[config.mk]
export PLATFORM = sky130hd
export DESIGN_NAME = csr_file_rmw
export DESIGN_NICKNAME = d
export VERILOG_FILES = /design/src/rtl/csr_file_rmw.sv
export SDC_FILE = /design/constraint.sdc
export NUM_CORES = 1
export LEC_CHECK = 0
export BUFFER_PORTS_ARGS = -buffer_cell sky130_fd_sc_hd__buf_2
export CORE_AREA = 2 2 207 311
export CTS_BUF_LIST = sky130_fd_sc_hd__clkbuf_4
export CTS_CLUSTER_DIAMETER = 150
export CTS_CLUSTER_SIZE = 24
export DETAILED_ROUTE_END_ITERATION = 10
export DIE_AREA = 0 0 209 313
export PLACE_DENSITY_LB_ADDON = 0.12
export SLEW_MARGIN = 25
export SYNTH_ARGS = -nofsm -noshare
export SYNTH_HDL_FRONTEND = slang
export SYNTH_SLANG_ARGS = --single-unit
[constraint.sdc]
create_clock -name clk -period 18.3 [get_ports clk]
set_input_delay 0.915 -clock clk [delete_from_list [all_inputs] [get_ports clk]]
set_output_delay 0.915 -clock clk [all_outputs]
set_load 0.05 [all_outputs]
[src/rtl/csr_file_rmw.sv]
// Zicsr CSR file: scratch CSRs plus 64-bit mcycle/minstret, each request run as an atomic read-modify-write.
// Latency: rsp_valid is high in the second cycle after the accept edge; at most one request per 3 cycles.
// Backpressure: req_ready is high only in IDLE while not halted; halt freezes the FSM, so no response is issued.
//
// Ports:
//   clk, rst_n        clock; asynchronous reset, asserted HIGH despite the name
//   halt, retire      freeze FSM and mcycle / count one retired instruction
//   req_*             request handshake plus funct3, CSR address, rs1 index (uimm) and rs1 data
//   rsp_*             one-cycle response: old CSR value (zero if illegal) and illegal flag
module csr_file_rmw #(
  parameter int          XLEN         = 32,
  parameter int          NUM_SCRATCH  = 4,
  parameter logic [11:0] SCRATCH_BASE = 12'h340
) (
  input  logic            clk,
  input  logic            rst_n,
  input  logic            halt,
  input  logic            retire,
  input  logic            req_valid,
  output logic            req_ready,
  input  logic [2:0]      req_funct3,
  input  logic [11:0]     req_addr,
  input  logic [4:0]      req_rs1_idx,
  input  logic [XLEN-1:0] req_rs1_data,
  output logic            rsp_valid,
  output logic [XLEN-1:0] rsp_rdata,
  output logic            rsp_illegal
);

  localparam logic [1:0] S_IDLE  = 2'd0;
  localparam logic [1:0] S_READ  = 2'd1;
  localparam logic [1:0] S_WRITE = 2'd2;

  logic [1:0]      r_state;
  logic [2:0]      r_funct3;
  logic [11:0]     r_addr;
  logic [4:0]      r_rs1_idx;
  logic [XLEN-1:0] r_rs1_data;
  logic [XLEN-1:0] r_old;
  logic            r_illegal;

  logic [XLEN-1:0] r_scratch [NUM_SCRATCH];
  logic [63:0]     r_mcycle;
  logic [63:0]     r_minstret;

  logic [11:0]     w_off;
  logic            w_scr_hit;
  logic            w_ctr_page;
  logic            w_ctr;
  logic            w_ctr_hi;
  logic            w_ctr_ret;
  logic            w_we;
  logic            w_illegal;
  logic            w_commit;
  logic [XLEN-1:0] w_rd_data;
  logic [XLEN-1:0] w_src;
  logic [XLEN-1:0] w_new;

  // ---------------- address decode (on the latched address) ----------------
  // Addresses below the base wrap to large offsets and miss.
  assign w_off      = r_addr - SCRATCH_BASE;
  assign w_scr_hit  = (w_off < 12'(NUM_SCRATCH));
  // Counter CSRs live at B00/B02/B80/B82 and their shadows at C00/C02/C80/C82.
  assign w_ctr_page = (r_addr[11:8] == 4'hB) || (r_addr[11:8] == 4'hC);
  assign w_ctr      = w_ctr_page && ((r_addr[6:0] == 7'h00) || (r_addr[6:0] == 7'h02));
  assign w_ctr_hi   = r_addr[7];
  assign w_ctr_ret  = r_addr[1];

  // RW/RWI always write; set/clear forms write only with a nonzero rs1 index / uimm.
  assign w_we = (r_funct3[1:0] == 2'b01) || (r_rs1_idx != 5'd0);

  assign w_illegal = !(w_scr_hit || w_ctr)
                  || ((r_addr[11:10] == 2'b11) && w_we)
                  || (r_funct3[1:0] == 2'b00)
                  || (w_ctr && w_ctr_hi && (XLEN != 32));

  always_comb begin
    w_rd_data = '0;
    if (w_scr_hit) begin
      for (int i = 0; i < NUM_SCRATCH; i++) begin
        if (w_off == 12'(i)) w_rd_data = r_scratch[i];
      end
    end else if (w_ctr) begin
      case ({w_ctr_hi, w_ctr_ret})
        2'b00:   w_rd_data = r_mcycle[XLEN-1:0];
        2'b01:   w_rd_data = r_minstret[XLEN-1:0];
        2'b10:   w_rd_data = XLEN'(r_mcycle[63:32]);
        default: w_rd_data = XLEN'(r_minstret[63:32]);
      endcase
    end
  end

  // ---------------- modify ----------------
  assign w_src = r_funct3[2] ? XLEN'(r_rs1_idx) : r_rs1_data;

  always_comb begin
    case (r_funct3[1:0])
      2'b10:   w_new = r_old | w_src;
      2'b11:   w_new = r_old & ~w_src;
      default: w_new = w_src;
    endcase
  end

  assign w_commit = (r_state == S_WRITE) && !halt && w_we && !r_illegal;

  // ---------------- FSM and request latches ----------------
  always_ff @(posedge clk or posedge rst_n) begin
    if (rst_n) begin
      r_state    <= S_IDLE;
      r_funct3   <= '0;
      r_addr     <= '0;
      r_rs1_idx  <= '0;
      r_rs1_data <= '0;
      r_old      <= '0;
      r_illegal  <= 1'b0;
    end else if (!halt) begin
      case (r_state)
        S_IDLE: begin
          if (req_valid) begin
            r_funct3   <= req_funct3;
            r_addr     <= req_addr;
            r_rs1_idx  <= req_rs1_idx;
            r_rs1_data <= req_rs1_data;
            r_state    <= S_READ;
          end
        end
        S_READ: begin
          // Counters are sampled before this cycle's increment lands.
          r_old     <= w_rd_data;
          r_illegal <= w_illegal;
          r_state   <= S_WRITE;
        end
        S_WRITE: r_state <= S_IDLE;
        default: r_state <= S_IDLE;
      endcase
    end
  end

  // ---------------- scratch registers ----------------
  for (genvar g = 0; g < NUM_SCRATCH; g++) begin : g_scr
    always_ff @(posedge clk or posedge rst_n) begin
      if (rst_n)                                      r_scratch[g] <= '0;
      else if (w_commit && w_scr_hit && (w_off == 12'(g))) r_scratch[g] <= w_new;
    end
  end

  // ---------------- counters ----------------
  // A CSR write to either half replaces that cycle's increment outright:
  // the written half takes the value as-is and the other half is untouched.
  always_ff @(posedge clk or posedge rst_n) begin
    if (rst_n) begin
      r_mcycle <= '0;
    end else if (w_commit && w_ctr && !w_ctr_ret) begin
      if (w_ctr_hi)          r_mcycle[63:32] <= w_new[31:0];
      else if (XLEN == 64)   r_mcycle        <= 64'(w_new);
      else                   r_mcycle[31:0]  <= w_new[31:0];
    end else if (!halt) begin
      r_mcycle <= r_mcycle + 64'd1;
    end
  end

  always_ff @(posedge clk or posedge rst_n) begin
    if (rst_n) begin
      r_minstret <= '0;
    end else if (w_commit && w_ctr && w_ctr_ret) begin
      if (w_ctr_hi)          r_minstret[63:32] <= w_new[31:0];
      else if (XLEN == 64)   r_minstret        <= 64'(w_new);
      else                   r_minstret[31:0]  <= w_new[31:0];
    end else if (retire) begin
      r_minstret <= r_minstret + 64'd1;
    end
  end

  // ---------------- outputs ----------------
  assign req_ready   = (r_state == S_IDLE) && !halt;
  assign rsp_valid   = (r_state == S_WRITE) && !halt;
  assign rsp_rdata   = (rsp_valid && !r_illegal) ? r_old : '0;
  assign rsp_illegal = rsp_valid && r_illegal;

endmodule

==> reports/qor.txt, run 1 <==
status - finished, final reports clean
initial core utilization - 0.297
gpl congestion - 0.936
post-route clock skew - 70.5 ps
Synth Area in Compound Gates - 0.201
largest family of logic cells by synthesized area - compound AO/OA/AOI/OAI gates
# hold bufs at CTS - 0
total of max-cap violations - 0
first-pass GRT wire length - 113,000 um
hold crit path type - input port to async pin
CTS H-tree lvls - 1
DR vias/cell - 5.83
GRT overflow - 0
clk sinks - 343
CP Launch Type - flop
Distinct cells, synth - 81
Post-synth EDFFs - 0
Synth Flop Type - dfrtp_1
Gate Count Post-Synth - 2,038
CP Class - flop to flop
Post-Synth Simple-Gate Area - 0.200
fillers - 6,537
TritonCTS buffer count - 18
PD cells - 89.0 mW/mm^2
Reg2Reg Launch Point - r_addr[2]
clock latency on the worst-skew pair - 840 ps
setup TNS - 0 ps
postcts setup bufs - 0
worst r2r path cells - 7
P_leak - 8.06 nW
WP buf/inv - 1
initial antenna violation count - 4
clk slew on worst S/H paths - 310 ps
Worst-Margin Slew - 1220 ps
post-detail-place hpwl - 54,000 um
fmax - 0.254 GHz
CP max stage cell - nor3_2
max-slew violation count - 0
Antenna Nets Post-Route - 0
reg-to-reg endpoint - r_mcycle[51]
worst relative slew slack - 0.182
# nets final - 2,122
critical path depth - 7
adder-cell share of the synthesized area - 0.00134
vias in the first global route - 16,300
min Tclk post-route - 3940 ps
CTS tree - done
Cell Area, Synth - 0.0187 sq mm
Worst Path Required - 19,030 ps
multiplexer area fraction after synthesis - 0.0963
GRT busiest layer - met2
Starting DRT DRC Count - 1,560
R2R Setup Slk - 14,360 ps
Reg area - 0.00859 sq mm
Cell Chain, Critical Path - nor4_1 -> o2111ai_2 -> nor3_2 -> buf_4 -> nor2_1 -> a311oi_1 -> a221oi_1
Ys Warns - 0
post_cts resized - 0
final wirelength - 76,400 um
crit end category - flop
routing usage on met3 - 0.0208
drt wl/cell - 26.6 um
crit share post-route - 0.215
CP top delay family - simple AND/OR/NAND/NOR gates
largest net degree at the start of global routing - 158
crit path DAT - 4670 ps
area delta synth->final - 8.85%
row count - 113
syn_nets - 2,097
unrepaired setup endpoints after global routing - false
count of state elements after synthesis - 343
final count of hold timing violations - 0
root buffer cell - clkbuf_4
met2 usage - 0.395
Synth Area per Inst - 9.18 sq um
fraction of layout cells with a size suffix above 1 - 0.145
xor and xnor area share after synthesis - 0.00703
slowest cell delay on critical path - 800 ps
Seq/Total Area, Yosys - 0.459
CP Max Fanout - 24
worst IR drop on VDD - 0.0500 mV
overall die height - 313 um
Async SR Flop Fraction - 1.00
routed via count - 16,700
most common cell after layout, fill and taps aside - dfrtp_1
Post-route DRC - 0
Total Power - 1.81 mW
# IOs - 92
met1 usage in global routing - 0.300
commonest cells after routing, fill and taps aside - dfrtp_1, nand2_1, o21ai_0
Clock Path Buffers - 3
die area - 0.0654 sq mm
overall global routing resource usage - 0.231
multi-input logic area - 0.00957 sq mm
Die Wd - 209 um
Setup Viol. Count Final - 0
drt pass-1 iters - 6
port bufs - 91
core area - 0.0629 sq mm
## power by group
| part | internal (mW) | total [mW] | switching [mW] |
|---|---|---|---|
| sequential | 0.824 | 0.925 | 0.101 |
| combinational | 0.190 | 0.568 | 0.378 |
| clock | 0.0553 | 0.318 | 0.262 |
| total | 1.07 | 1.81 | 0.741 |
## metrics by stage
step	hold WS, ps	cells	cell area (sq um)	util	setup WS [ps]
6_report	210	2871	20400	0.323	14360
3_3_place_gp	457	2848	20100	0.320	14080
3_5_place_dp	466	2848	20100	0.320	14050
2_1_floorplan	445	2038	18700	-	7880
5_1_grt	258	2871	20400	0.323	14120
4_1_cts	237	2870	20300	0.323	14390
## final cells by class
cell class                      instances  area share
Inverter                               26     0.00516
Multi-Input combinational cell       1526       0.470
Sequential cell                       343       0.422
Timing Repair Buffer                  148      0.0440
Antenna cell                            1    0.000123
Clock inverter                          1    0.000984
Clock buffer                           21     0.00775
Tap cell                              805      0.0495
## per-layer routing
metal  vias up  routed length, um
met5         -                 26
met4         4               3350
met3       150               3610
met2       622              37200
met1      8388              32200
li1       7561                  -
## registers in the layout, indices dropped and copies added, names as in the netlist
| signal | flops |
|---|---|
| r_mcycle | 64 |
| r_rs1_data | 32 |
| r_scratch | 128 |
| r_rs1_idx | 5 |
| r_state | 2 |
| r_addr | 12 |
| r_illegal | 1 |
| r_old | 32 |
| r_minstret | 64 |
| r_funct3 | 3 |
## cell usage after synthesis, types with 15 or more instances
cell type,count,area share
o21ai_0,250,0.067
nand3_1,65,0.017
dfrtp_1,343,0.46
nand4_1,50,0.017
o22ai_1,19,0.0064
mux2i_1,37,0.020
nor4_1,28,0.0094
nand2_1,317,0.064
nand2b_1,31,0.010
nor2_1,112,0.022
inv_1,24,0.0048
nor3_1,56,0.015
a22oi_1,20,0.0080
a22o_1,15,0.0070
a31oi_1,33,0.011
a222oi_1,25,0.013
and2_1,42,0.014
clkbuf_1,121,0.024
a211oi_1,16,0.0064
and3_1,23,0.0077
mux4_2,38,0.046
a21oi_1,126,0.034
mux2_2,51,0.031
## worst max-delay path by stage
| stage | from | endpoint | slack [ps] |
|---|---|---|---|
| 2_1_floorplan | rst_n | r_addr[0] | 7880 |
| 3_3_place_gp | halt | r_mcycle[31] | 14080 |
| 3_5_place_dp | halt | r_mcycle[53] | 14050 |
| 4_1_cts | r_addr[2] | r_mcycle[51] | 14390 |
| 5_1_grt | r_addr[2] | r_mcycle[51] | 14120 |
| 6_report | r_addr[2] | r_mcycle[51] | 14360 |
## cell families after synthesis
kind of cell	Yosys count
AO/OA/AOI/OAI	606
XOR/XNOR	15
adder cells (fa/ha/maj)	2
buffers and inverters	169
flip-flops	343
multiplexers	126
AND/OR/NAND/NOR	777
(Power assumes the default switching activity.)
==> inputs of run 2 (changes only) <==
--- a/config.mk
+++ b/config.mk
@@ -5,13 +5,14 @@
 export SDC_FILE = /design/constraint.sdc
 export NUM_CORES = 1
 export LEC_CHECK = 0
+export ABC_AREA = 1
 export BUFFER_PORTS_ARGS = -buffer_cell sky130_fd_sc_hd__buf_2
-export CORE_AREA = 2 2 207 311
+export CORE_AREA = 2 2 222 334
 export CTS_BUF_LIST = sky130_fd_sc_hd__clkbuf_4
 export CTS_CLUSTER_DIAMETER = 150
 export CTS_CLUSTER_SIZE = 24
 export DETAILED_ROUTE_END_ITERATION = 10
-export DIE_AREA = 0 0 209 313
+export DIE_AREA = 0 0 224 336
 export PLACE_DENSITY_LB_ADDON = 0.12
 export SLEW_MARGIN = 25
 export SYNTH_ARGS = -nofsm -noshare
==> constraint.sdc (replaced) <==
create_clock -name clk -period 3.71 [get_ports clk]
set_input_delay 0.1855 -clock clk [delete_from_list [all_inputs] [get_ports clk]]
set_output_delay 0.1855 -clock clk [all_outputs]
set_load 0.05 [all_outputs]
==> reports/qor.txt, run 2 <==
worst relative slew slack - 0.427
first-pass GRT wire length - 146,000 um
Placed Instances - 4,192
min Tclk post-route - 3360 ps
worst IR drop on VDD - 0.180 mV
fin util - 0.331
final non-filler cell total - 4,272
drt pass-1 iters - 5
CP Class - flop to flop
PD cells - 424 mW/mm^2
CP Max Fanout - 58
Largest Register - r_scratch
area delta synth->final - 10.9%
Ys Warns - 0
# nets final - 3,405
DP Area - 0.0231 sq mm
port bufs - 91
setup TNS - 0 ps
Seq/Total Area, Yosys - 0.399
most instantiated cells after synthesis - nand2_1, nor2_1, dfrtp_1
Post-route DRC - 0
Worst-Margin Slew - 859 ps
Worst Path Required - 4460 ps
Setup Viol. Count Final - 0
CP Launch Type - flop
CTS tree - done
crit end category - flop
hold crit path type - input port to flop
most common cell after layout, fill and taps aside - nand2_1
initial antenna violation count - 2
row count - 121
# IOs - 92
drt wl/cell - 23.1 um
fmax - 0.298 GHz
fraction of layout cells with a size suffix above 1 - 0.0861
core area - 0.0722 sq mm
slowest cell delay on critical path - 740 ps
final count of hold timing violations - 0
overall global routing resource usage - 0.262
largest net degree at the start of global routing - 130
initial core utilization - 0.298
Synth top area share - 0.399
Post-synth EDFFs - 0
largest area contributor in the netlist - dfrtp_1
GRT overflow - 0
gpl congestion - 1.01
Synth Area per Inst - 6.61 sq um
Cell Area, Synth - 0.0215 sq mm
Synth Area in Compound Gates - 0.108
post-route clock skew - 65.6 ps
largest family of logic cells by synthesized area - simple AND/OR/NAND/NOR gates
xor and xnor area share after synthesis - 0.0208
adder-cell share of the synthesized area - 0.00116
Hold Worst Slack - 60.9 ps
P_leak - 11.3 nW
postcts setup bufs - 0
final wirelength - 98,900 um
unrepaired setup endpoints after global routing - false
CTS H-tree lvls - 1
dominant cell by count in the synthesized netlist - nand2_1
Reg2Reg Launch Point - r_addr[7]
Synth area leaders - dfrtp_1, nand2_1, nor2_1, nand3_1, o21ai_0
worst hold start - req_rs1_data[31]
Antenna Nets Post-Route - 0
root buffer cell - clkbuf_4
commonest cells after routing, fill and taps aside - nand2_1, nor2_1, dfrtp_1
max-slew violation count - 0
Synth Flop Type - dfrtp_1
Top Registers - r_scratch: 128 flops, r_mcycle: 64 flops, r_minstret: 64 flops
Gate Count Post-Synth - 3,254
Die Wd - 224 um
clk sinks - 343
Post-Synth Simple-Gate Area - 0.384
vias in the first global route - 21,500
TritonCTS buffer count - 18
crit path DAT - 4110 ps
syn_nets - 3,313
total of max-cap violations - 0
worst setup path startpoint - r_addr[7]
Clock Path Buffers - 3
CP max stage cell - dfrtp_1
die area - 0.0753 sq mm
Cell Chain, Critical Path - inv_2 -> nand3_1 -> nor2_2 -> nand2_1 -> nor2_2 -> nand2_2 -> buf_4 -> or2_2 -> nand3_1 -> a21boi_1
clock latency on the worst-skew pair - 890 ps
max FFs per register - 128
status - finished, final reports clean
crit share post-route - 0.905
Distinct cells, synth - 41
Starting DRT DRC Count - 1,882
multiplexer area fraction after synthesis - 0.0199
post-detail-place hpwl - 76,100 um
routed via count - 21,900
clk slew on worst S/H paths - 290 ps
count of state elements after synthesis - 343
overall die height - 336 um
# hold bufs at CTS - 56
DR vias/cell - 5.12
Async SR Flop Fraction - 1.00
post_cts resized - 0
Final Instance Area - 0.0239 sq mm
run 2: cell count changes after synthesis, moves of 37 or more:
cell / change
inv_1: +169
mux2i_1: -37
mux4_2: -38
nand2_1: +880
nand3_1: +194
nor2_1: +329
nor3_1: -43
o21ai_1: +48
run 2: layout make-up:
cell class,instances,area (sq um)
multi-input combinational,2550,11500
tap,922,1150
fill,7966,48300
inverter,213,803
clock buffer,19,143
sequential,343,8580
timing repair buffer,220,1650
clock inverter,1,20.0
antenna,4,10.0
run 2: through the flow:
step	total power, mW	setup slack (ps)
after CTS	10.2	350
after global placement	8.53	541
after global routing	10.7	34.8
after floorplan	6.68	-1060
after detailed placement	8.53	459
final	10.1	351
run 2: power by group:
part / internal, mW / leakage (nW) / switching, mW
registers: 4.23 / 4.39 / 0.525
clock network: 0.250 / 0.0972 / 1.35
logic: 1.09 / 6.85 / 2.69
total: 5.57 / 11.3 / 4.56
run 2: cell families after synthesis:
logic type / Yosys count
fa+ha+maj: 2
mux: 38
buf+inv: 361
flops: 343
compound gates: 438
xor+xnor: 51
simple gates: 2021
run 2: critical path, delay by kind of cell, from the launching register on:
family / cells / cell delay [ps]
AOI/OAI and AO/OA: 1 / 70
DFF: 1 / 740
buffers and inverters: 2 / 560
and+or+nand+nor: 7 / 1800
run 2: path summary, 6_finish.rpt:
check	cells past startpoint	to	slack, ps
min reg2reg	2	r_scratch[52]	520
max reg2reg	10	r_old[25]	350
min in group asynchronous	4	r_scratch[78]	430
max in group asynchronous	5	r_mcycle[52]	2070
max	10	r_old[25]	350
min	3	r_rs1_data[31]	60
run 2: layer usage:
layer  vias up  part of all wire  track usage
met5         -           0.00012            0
met4         2             0.068        0.154
met2       683              0.50        0.468
li1      10500                 -            -
met1     10500              0.40        0.310
met3       195             0.036       0.0153
==> inputs of run 3 (changes only) <==
--- a/config.mk
+++ b/config.mk
@@ -14,6 +14,7 @@
 export DETAILED_ROUTE_END_ITERATION = 10
 export DIE_AREA = 0 0 224 336
 export PLACE_DENSITY_LB_ADDON = 0.12
+export RECOVER_POWER = 50
 export SLEW_MARGIN = 25
 export SYNTH_ARGS = -nofsm -noshare
 export SYNTH_HDL_FRONTEND = slang
==> reports/qor.txt, run 3 (same netlist as run 2, synthesis figures left out) <==
DP Area - 0.0231 sq mm
drt wl/cell - 23.1 um
die area - 0.0753 sq mm
R2R Setup Slk - 350 ps
overall global routing resource usage - 0.262
Antenna Nets Post-Route - 0
Largest Register - r_scratch
Clock Path Buffers - 3
clk slew on worst S/H paths - 290 ps
worst relative slew slack - -0.498
Post-route DRC - 0
PD cells - 426 mW/mm^2
root buffer cell - clkbuf_4
vias in the first global route - 21,500
TritonCTS buffer count - 18
commonest cells after routing, fill and taps aside - nand2_1, nor2_1, dfrtp_1
clk sinks - 343
fillers - 7,970
crit path DAT - 4090 ps
highest routed metal layer - met5
max FFs per register - 128
crit end category - flop
post_cts resized - 0
CP Launch Type - flop
largest net degree at the start of global routing - 130
most common cell after layout, fill and taps aside - nand2_1
status - finished with violations
gpl congestion - 1.01
CP Class - flop to flop
Met3 Routed Length - 3350 um
CP Max Fanout - 52
Worst-Margin Slew - 2250 ps
Total Power - 10.1 mW
postcts setup bufs - 0
Die Wd - 224 um
worst IR drop on VDD - 0.180 mV
initial antenna violation count - 2
clock latency on the worst-skew pair - 890 ps
CTS tree - done
final count of hold timing violations - 0
hold crit path type - input port to flop
Top Registers - r_scratch: 128 flops, r_mcycle: 64 flops, r_minstret: 64 flops
GRT overflow - 0
failing checks - max-capacitance violations, max-slew violations
P_leak - 11.3 nW
routed via count - 21,800
row count - 121
fraction of layout cells with a size suffix above 1 - 0.0846
overall die height - 336 um
crit share post-route - 0.905
fmax - 0.298 GHz
met1 wire length - 39,400 um
max-slew violation count - 289
post-detail-place hpwl - 76,100 um
# IOs - 92
Worst Path Required - 4440 ps
Starting DRT DRC Count - 1,887
metal2 WL - 49,300 um
port bufs - 91
Final Instance Area - 0.0238 sq mm
Reg area - 0.00858 sq mm
# hold bufs at CTS - 56
setup TNS - 0 ps
drt pass-1 iters - 6
core area - 0.0722 sq mm
CTS H-tree lvls - 1
Setup Viol. Count Final - 0
multi-input logic area - 0.0115 sq mm
unrepaired setup endpoints after global routing - false
area delta synth->final - 10.7%
final wirelength - 98,800 um
DR vias/cell - 5.11
post-route clock skew - 64.7 ps
first-pass GRT wire length - 146,000 um
total of max-cap violations - 4
# nets final - 3,405
min Tclk post-route - 3360 ps
initial core utilization - 0.298
## run 3: changes by cell type in the layout (fill, tap and decap cells not counted), sizes merged
cell    delta
buf        -6
clkbuf     +6
## run 3: path summary, 6_finish.rpt
path / from / to / depth (start not counted)
max in group asynchronous: rst_n / r_mcycle[55] / 5
worst min register to register: r_scratch[36] / r_scratch[36] / 2
worst max-delay path: r_addr[7] / r_scratch[119] / 9
worst max register to register: r_addr[7] / r_scratch[119] / 9
worst min-delay path: req_rs1_data[31] / r_rs1_data[31] / 3
min in group asynchronous: rst_n / r_scratch[78] / 4
## run 3: routing by layer
metal  GRT usage  vias to the layer above
li1            -                    10500
met1       0.310                    10500
met2       0.468                      636
met3      0.0153                      193
met4       0.154                        2
met5           0                        -
## run 3: area by class of cell
cell class,instances,area share
diodes,4,0.000420
clock buffers,19,0.00599
clock inverters,1,0.000840
inverters,213,0.0336
multi-input cells,2550,0.483
flip-flops and latches,343,0.360
well taps,922,0.0484
repair buffers,220,0.0675
## run 3: stage by stage
stage | util | hold WS [ps] | std cells | worst slack, ps
after floorplan | - | 303 | 3254 | -1060
after global placement | 0.320 | 249 | 4192 | 541
after detailed placement | 0.320 | 249 | 4192 | 459
after CTS | 0.330 | 2.12 | 4268 | 350
after global routing | 0.330 | 20.3 | 4269 | 34.8
final | 0.330 | 54.8 | 4272 | 352
## run 3: worst max-delay path, cell delays in order, from the launching register on
cell and delay (ps):
dfrtp_1 750, inv_2 240, nand3_1 110, nor2_2 390
nand2_1 450, nor2_2 330, nand3_2 280, buf_4 390
nand2_1 110, o21ai_0 80
## run 3: where the power goes
group,switching [mW],internal (mW)
Sequential,0.524,4.23
Clock,1.36,0.250
Combinational,2.69,1.09
